**src/rtl/term_pkg.sv**
```systemverilog
// term_pkg: shared text-terminal geometry defaults, character codes and writer state type.
// Writer states include RESET_CLEAR only when CLEAR_ON_RESET_EN is defined.
package term_pkg;
  localparam int COLS_DEF = 80;
  localparam int ROWS_DEF = 24;
  localparam logic [7:0] CR    = 8'h0D;
  localparam logic [7:0] LF    = 8'h0A;
  localparam logic [7:0] BS    = 8'h08;
  localparam logic [7:0] TAB   = 8'h09;
  localparam logic [7:0] SPACE = 8'h20;
`ifdef CLEAR_ON_RESET_EN
  typedef enum logic [1:0] {IDLE, LINE_CLEAR, RESET_CLEAR} state_t;
`else
  typedef enum logic {IDLE, LINE_CLEAR} state_t;
`endif
  function automatic logic is_print(input logic [7:0] c);
    return c >= 8'h20 && c <= 8'h7E;
  endfunction
endpackage

```
**src/rtl/char_writer_line_clearer.sv**
```systemverilog
// line_clearer: walks i_count consecutive buffer addresses from i_start_addr, one per cycle.
module line_clearer (
  input  logic        i_clk,
  input  logic        i_rst,
  input  logic        i_start,
  input  logic [10:0] i_start_addr,
  input  logic [11:0] i_count,
  output logic        o_busy,
  output logic        o_last,
  output logic [10:0] o_addr
);
  logic        r_busy;
  logic [10:0] r_addr;
  logic [11:0] r_left;
  assign o_busy = r_busy;
  assign o_addr = r_addr;
  assign o_last = r_busy && r_left == 12'd1;
  always_ff @(posedge i_clk or posedge i_rst)
    if (i_rst) begin
      r_busy <= 1'b0;
      r_addr <= '0;
      r_left <= '0;
    end else if (i_start) begin
      r_busy <= 1'b1;
      r_addr <= i_start_addr;
      r_left <= i_count;
    end else if (r_busy) begin
      r_busy <= !o_last;
      r_addr <= r_addr + 11'd1;
      r_left <= r_left - 12'd1;
    end
endmodule

```
**src/rtl/char_writer.sv**
```systemverilog
// char_writer: turns a byte stream into character-buffer writes with cursor control and hardware scrolling.
// Define CLEAR_ON_RESET_EN to blank the whole buffer after every reset.
module char_writer
  import term_pkg::*;
#(
  parameter int COLS = COLS_DEF,
  parameter int ROWS = ROWS_DEF
) (
  input  logic        pclk,
  input  logic        clr,
  input  logic [7:0]  in_data,
  input  logic        in_valid,
  output logic        in_ready,
  output logic [10:0] buffer_addr,
  output logic [7:0]  buffer_din,
  output logic        buffer_wen,
  output logic [6:0]  cursor_x,
  output logic [4:0]  cursor_y,
  output logic [4:0]  first_row
);
  state_t      r_state, w_next;
  logic [6:0]  r_cx, w_cx;
  logic [4:0]  r_cy, r_fr, w_pr;
  logic        r_wen;
  logic [10:0] r_addr, w_addr, w_start_addr, w_clr_addr;
  logic [7:0]  r_din, w_tab8;
  logic [6:0]  w_tab;
  logic [5:0]  w_sum;
  logic [11:0] w_count;
  logic        w_acc, w_print, w_scroll, w_start, w_clr_busy, w_clr_last;

  assign in_ready = r_state == IDLE;
  assign w_acc    = in_valid && in_ready;
  assign w_print  = is_print(in_data);
  assign w_scroll = w_acc && in_data == LF && r_cy == 5'(ROWS - 1);
  assign w_sum    = {1'b0, r_fr} + {1'b0, r_cy};
  assign w_pr     = (w_sum >= 6'(ROWS)) ? 5'(w_sum - 6'(ROWS)) : w_sum[4:0];
  assign w_addr   = w_pr * 11'(COLS) + {4'b0, r_cx};
  assign w_tab8   = {5'(r_cx[6:3]) + 5'd1, 3'b000};
  assign w_tab    = (w_tab8 > 8'(COLS - 1)) ? 7'(COLS - 1) : w_tab8[6:0];
  assign w_cx     = w_print ? ((r_cx == 7'(COLS - 1)) ? r_cx : r_cx + 7'd1) :
                    in_data == CR  ? 7'd0 :
                    in_data == BS  ? ((r_cx != 7'd0) ? r_cx - 7'd1 : r_cx) :
                    in_data == TAB ? w_tab : r_cx;

  // After a scroll the new bottom row is the physical row that used to be at the top.
  assign w_start_addr = (r_state == IDLE) ? r_fr * 11'(COLS) : 11'd0;
  assign w_count      = (r_state == IDLE) ? 12'(COLS) : 12'(COLS * ROWS);
`ifdef CLEAR_ON_RESET_EN
  assign w_start = w_scroll || (r_state == RESET_CLEAR && !w_clr_busy);
`else
  assign w_start = w_scroll;
`endif

  line_clearer u_clearer (
    .i_clk       (pclk),
    .i_rst       (clr),
    .i_start     (w_start),
    .i_start_addr(w_start_addr),
    .i_count     (w_count),
    .o_busy      (w_clr_busy),
    .o_last      (w_clr_last),
    .o_addr      (w_clr_addr)
  );

  always_comb begin
    w_next = r_state;
    if (r_state == IDLE && w_scroll) w_next = LINE_CLEAR;
    else if (r_state != IDLE && w_clr_last) w_next = IDLE;
  end

  always_ff @(posedge pclk or posedge clr)
    if (clr) begin
`ifdef CLEAR_ON_RESET_EN
      r_state <= RESET_CLEAR;
`else
      r_state <= IDLE;
`endif
      r_cx   <= '0;
      r_cy   <= '0;
      r_fr   <= '0;
      r_wen  <= 1'b0;
      r_addr <= '0;
      r_din  <= '0;
    end else begin
      r_state <= w_next;
      r_wen   <= w_acc && w_print;
      if (w_acc && w_print) begin
        r_addr <= w_addr;
        r_din  <= in_data;
      end
      if (w_acc) r_cx <= w_cx;
      if (w_acc && in_data == LF && !w_scroll) r_cy <= r_cy + 5'd1;
      if (w_scroll) r_fr <= (r_fr == 5'(ROWS - 1)) ? 5'd0 : r_fr + 5'd1;
    end

  assign buffer_wen  = (r_state == IDLE) ? r_wen  : w_clr_busy;
  assign buffer_addr = (r_state == IDLE) ? r_addr : w_clr_addr;
  assign buffer_din  = (r_state == IDLE) ? r_din  : SPACE;
  assign cursor_x    = r_cx;
  assign cursor_y    = r_cy;
  assign first_row   = r_fr;
endmodule

```
**config.mk**
```make
export PLATFORM = sky130hd
export DESIGN_NAME = char_writer
export DESIGN_NICKNAME = d
export VERILOG_FILES = /design/src/rtl/term_pkg.sv /design/src/rtl/char_writer_line_clearer.sv /design/src/rtl/char_writer.sv
export SDC_FILE = /design/constraint.sdc
export NUM_CORES = 1
export LEC_CHECK = 0
export ABC_AREA = 0
export CORE_MARGIN = 5
export CORE_UTILIZATION = 60
export CTS_CLUSTER_DIAMETER = 120
export DETAILED_ROUTE_END_ITERATION = 8
export DONT_BUFFER_PORTS = 1
export PLACE_DENSITY = 0.81
export SYNTH_ARGS = -nofsm -noshare
export SYNTH_HDL_FRONTEND = slang
export SYNTH_SLANG_ARGS = --single-unit
```
**constraint.sdc**
```tcl
create_clock -name pclk -period 4.3 [get_ports pclk]
set_clock_uncertainty 0.1 [all_clocks]
set_input_delay 0.43 -clock pclk [delete_from_list [all_inputs] [get_ports pclk]]
set_output_delay 0.43 -clock pclk [all_outputs]
set_load 0.01 [all_outputs]
```
Yosys cells after proc, flatten, opt, wreduce, memory -nomap -nowiden
Cells that the tools add are included.
{ "totals": {"input_bits": 11, "ff_bits": 62, "elab_cells": 75, "output_inout_bits": 38} }
{ "op_classes": {"multipliers": 2, "order_cmp": 4, "n_addsub": 10, "bitwise_logic": 1, "n_reduce_logical": 16, "n_eq_ne": 10, "n_mux": 22} }
{ "ops": {"columns": ["op", "count"], "rows": [
  ["two-way mux 11 bit", 5],
  ["two-way mux 7 bit", 7],
  ["== test 8 x 4 -> 1 bit (second input constant)", 4],
  ["two-way mux 12 bit", 2],
  ["multiplier 5 x 3 -> 7 bit (second input constant)", 2],
  ["== test 12 x 1 -> 1 bit (second input constant)", 1],
  ["subtractor 12 x 1 -> 12 bit (second input constant)", 1],
  ["adder 11 x 1 -> 11 bit (second input constant)", 1],
  ["adder 11 x 7 -> 11 bit", 1],
  ["adder 5 x 1 -> 5 bit (second input constant)", 2],
  ["== test 5 bit (second input constant)", 2],
  ["two-way mux 5 bit", 2],
  ["logical AND 1 bit", 9],
  ["greater-or-equal comparator 8 x 6 -> 1 bit (second input constant)", 1],
  ["> comparator 8 x 7 -> 1 bit (second input constant)", 1],
  ["less-or-equal comparator 8 x 7 -> 1 bit (second input constant)", 1],
  ["two-way mux 8 bit", 1],
  ["adder 7 x 1 -> 7 bit (second input constant)", 1],
  ["== test 7 bit (second input constant)", 1],
  ["nonzero test 7 bit", 1],
  ["subtractor 7 x 1 -> 7 bit (second input constant)", 1],
  ["adder 5 x 5 -> 6 bit", 1],
  ["greater-or-equal comparator 6 x 5 -> 1 bit (second input constant)", 1],
  ["adder 4 x 1 -> 5 bit (second input constant)", 1],
  ["other kinds (9)", 15]
]} }

Logic depth before layout (Yosys ltp)
{ "logic_depth": {"word_depth": 7, "mapped_depth": 17} }

Modules after synthesis
From an unflattened synthesis, not the netlist that was laid out.
{ "unflattened": {"hier_cells": 475, "hier_area_um2": 4356.7} }
{ "modules_own_cells": {"columns": ["module", "area_each_um2", "cells_per_inst", "instances"], "rows": [
  ["char_writer", 2985.4, 321, 1],
  ["line_clearer", 1371.3, 154, 1]
]} }

Worst setup path after synthesis
Ideal clock, no wire load.
{ "synth_timing": {"path_kind": "flip-flop to flip-flop", "from": "register r_fr[0] (netlist: first_row[0])", "to": "register r_addr[10]", "required_ns": 4.062, "path_slack_ns": 0.239, "stages_incl_launch_ff": 18, "setup_time_ns": 0.138, "t_arrival_ns": 3.823, "period_less_slack_ns": 4.061, "path_cell_list": "dfrtp_1 ha_1 inv_1 fa_1 nand2b_1 a21oi_1 xnor2_1 inv_1 o311ai_0 ha_1 ha_1 fa_1 nand2_1 o21bai_1 mux2i_1 nor3_1 xor2_1 a21oi_1"} }
{ "synth_via": {"elab_chain_len": 5} }
{ "synth_lines": {"columns": ["item", "line", "text"], "rows": [
  ["start: declaration", "char_writer.sv:23", "logic [4:0] r_cy, r_fr, w_pr;"],
  ["start signal: assignment", "char_writer.sv:94", "if (w_scroll) r_fr <= (r_fr == 5'(ROWS - 1)) ? 5'd0 : r_fr + 5'd1;"],
  ["adder 5 x 5 -> 6 bit (*)", "char_writer.sv:36", "assign w_sum = {1'b0, r_fr} + {1'b0, r_cy};"],
  ["subtractor 5 bit or greater-or-equal comparator 6 x 5 -> 1 bit (tied branches)", "char_writer.sv:37", "assign w_pr = (w_sum >= 6'(ROWS)) ? 5'(w_sum - 6'(ROWS)) : w_sum[4:0];"],
  ["two-way mux 5 bit (*)", "char_writer.sv:37", null],
  ["multiplier 5 x 3 -> 7 bit (*)", "char_writer.sv:38", "assign w_addr = w_pr * 11'(COLS) + {4'b0, r_cx};"],
  ["adder 11 x 7 -> 11 bit (*)", "char_writer.sv:38", null],
  ["end signal: assignment", "char_writer.sv:89", "r_addr <= w_addr;"],
  ["end: declaration", "char_writer.sv:25", "logic [10:0] r_addr, w_addr, w_start_addr, w_clr_addr;"]
]} }
Mark *: on every way between the ends. The rest lies on a longest branch, timed or not.
A chain may end at the register's enable or synchronous reset.

Worst setup path after layout
Ends and elaborated chain as after synthesis.

==> results.cfg <==
[status]
run_status = finished, final reports clean

[timing]
slew_headroom = 0.300
min_period_ns = 4.13
worst_slack_ns = 0.173
slew_viol_final = 0
setup_viol = 0
fin_crit_sh = 0.960
tightest_slew_ns = 1.05
hold_viol_final = 0
fmax_mhz = 242

[critical_path]
worst_setup_path_start_kind = register
reg2reg_to = r_addr[10]
r2r_cells = 17
cpPeakStageDelay_ns = 0.60
cpMostUsedCell = ha_1
cpMaxStageDelayCell = fa_1
worst_ep_required_time_ns = 4.38
r2r_slack_ns = 0.17
critPathKind = reg2reg
cp_cell_sequence = ha_1 -> inv_1 -> fa_1 -> nand2b_1 -> a21oi_2 -> xnor2_1 -> inv_1 -> o311ai_4 -> ha_1 -> ha_1 -> fa_1 -> nand2_1 -> o21bai_1 -> mux2i_1 -> nor3_2 -> xor2_1 -> a21oi_1
cp-endpoint = r_addr[10]
rr_startpoint = first_row[0]
crit_fanout = 3
crit_path_end_kind = register
crit_start = first_row[0]
worstPathArrival_ns = 4.20

[global_routing]
grt.overflow.total = 0
grt_pass1_wl_um = 14700
grt_pass1_vias = 2971
track_usage = 0.216
grt_max_degree = 63
grt_antenna_before_repair = 0

[layout]
n_antenna_cell = 0
finalInstanceArea_sq_um = 4430
final_layout_size_suffix_gt1_frac = 0.155
final_nets = 472
area_growth_pct = 8.76

[placed_design]
io_buffers = 0
pre_cts_slack_ns = -0.0134
place_congestion = 0.862
dpl_cell_area_sq_um = 4150
place_hpwl_um = 6300

[logic_synthesis]
syn_area_sq_um = 4070
ys_seq_area_frac = 0.381
synth_nets = 469
ys_types = 57
syn_inst = 424
synth.largest_area_cell = dfrtp_1
syn_avg_cell_area_sq_um = 9.60
ys_ff_latch = 62
netlist.area_leader.share = 0.381
synthArstFlopShare = 1.00
yosysWarnings = 0
synth_area_leaders = dfrtp_1 38%, ha_1 9.2%, mux2_2 8.0%
ys.flop_type = dfrtp_1
synth_edf_count = 0

[clocking]
cts_buffers = 9
cts_sinks = 62
cts_tree = built
clk_pin_slew_worst_paths_ns = 0.07
root_buffer = clkbuf_8
htree_levels = 3
clk-insertion-delay-late_ns = 0.34
cts_hold_buf = 0
clock_path_buffers = 2

[floorplan]
start_util = 0.609
die_h_um = 92.4
die_w_um = 92.4
ios = 49
core_sq_um = 6680
die_area_sq_um = 8530
rows = 30

[route]
drc_errors = 0
drt_pre_antenna_iters = 4
first_iter_violations = 129
postRouteAntennaNets = 0
post_drt_wl_per_cell_um = 17.2
vias = 3072
via_per_inst = 6.00
totalWireLength_um = 8820

[hold_path]
hp-class = in2async

[pwr]
p_leak_uw = 0.00204
p_per_area_nw_per_um2 = 273
vdd_drop_max_v = 0.000160

[flow_run]
maxCapViolCount = 0
==> worst max-delay path: cells and delay by family, from the launching register on <==
| kind | cells | cell delay, ns |
|---|---|---|
| compound gates | 4 | 0.66 |
| buf+inv | 2 | 0.16 |
| mux | 1 | 0.16 |
| xor+xnor | 2 | 0.32 |
| simple gates | 3 | 0.47 |
| flops | 1 | 0.37 |
| fa+ha+maj | 5 | 1.72 |
==> routing by layer <==
layer / GRT usage / wire length (um)
met1: 0.293 / 3990
met2: 0.342 / 4410
met3: 0.0422 / 279
met4: 0.0854 / 140
met5: 0 / 0
==> per-stage QoR <==
| stage | setup TNS, ns | std cells | utilization | total power (uW) | hold WS [ns] |
|---|---|---|---|---|---|
| finish | 0 | 512 | 0.662 | 1210 | 0.0914 |
| global route | -0.0706 | 512 | 0.662 | 1250 | 0.123 |
| CTS | 0 | 510 | 0.656 | 1210 | 0.120 |
| detailed placement | -0.0134 | 494 | 0.621 | 617 | 0.389 |
| global placement | 0 | 494 | 0.621 | 617 | 0.373 |
| floorplan | 0 | 424 | - | 611 | 0.356 |
==> state kept, by name, indices dropped and copies added, names as in the netlist <==
| signal | cells |
|---|---|
| r_state | 1 |
| cursor_x | 7 |
| first_row | 5 |
| cursor_y | 5 |
| r_addr | 11 |
| r_din | 8 |
| r_wen | 1 |
| u_clearer.o_busy | 1 |
| u_clearer.r_left | 12 |
| u_clearer.o_addr | 11 |
==> kinds of logic after synthesis <==
| group | count (synthesis) | synth area share |
|---|---|---|
| mux | 32 | 0.0876 |
| compound gates | 73 | 0.114 |
| simple gates | 144 | 0.181 |
| flops | 62 | 0.381 |
| buf+inv | 41 | 0.0424 |
| xor+xnor | 38 | 0.0818 |
| fa+ha+maj | 34 | 0.112 |
==> worst min-delay path by stage <==
stage | startpoint | endpoint | slack (ns)
floorplan | r_din[7] | r_din[7] | 0.36
global placement | r_din[7] | r_din[7] | 0.37
detailed placement | r_din[2] | r_din[2] | 0.39
CTS | clr | u_clearer.r_left[1] | 0.12
global route | in_data[6] | r_din[6] | 0.12
finish | clr | u_clearer.r_left[0] | 0.09
==> power breakdown <==
group          internal (uW)  switching [uW]
clock                    373             230
combinational           5.04            17.7
sequential               583               0
total                    961             247
==> synth_stat cells, types with 4 or more instances <==
cell type and number:
nand4_1 6, a21o_1 5, nand2_1 34, and2_1 5, buf_4 4, nand2b_1 4
clkbuf_1 11, or2_2 4, inv_1 22, a21oi_1 17, ha_1 30, xnor2_1 26
fa_1 4, dfrtp_1 62, nand3_1 13, nor2_1 32, mux2_2 29, nor2b_1 12
xor2_1 12, and3_1 4, o21ai_0 24, nor3_1 10, nand3b_1 4
==> layout make-up <==
class                      instances  area [sq um]
tap                               80           100
fill                             506          2260
multi-input combinational        321          2370
timing repair buffer              11          82.6
inverter                          22          82.6
sequential                        62          1550
clock inverter                     3          65.1
clock buffer                      13           169
==> placed cells by master, fill, tap and decap left out, types with 3 or more instances in the layout <==
master	instances
nand2_1	34
ha_1	30
mux2i_1	3
a31oi_1	3
nor4_1	3
nand4_1	6
mux2_2	29
clkbuf_8	12
or4_1	3
and3_1	4
and2_1	5
nor3_1	9
nor2_1	31
buf_4	11
nor2b_1	12
nand3_1	13
inv_1	21
o21ai_0	24
fa_1	4
a21oi_1	16
nand2b_1	4
dfrtp_1	61
xor2_1	12
a21o_1	5
xnor2_1	26
or2_2	4
a211oi_1	3
nand3b_1	4
==> what timing repair did <==
item,4_1_cts,5_1_grt
buffers inserted,0,2
setup endpoints to repair,1,1
resized for setup,1,5
pin swaps,0,2
Note: power is estimated with default switching activity, not from simulation.
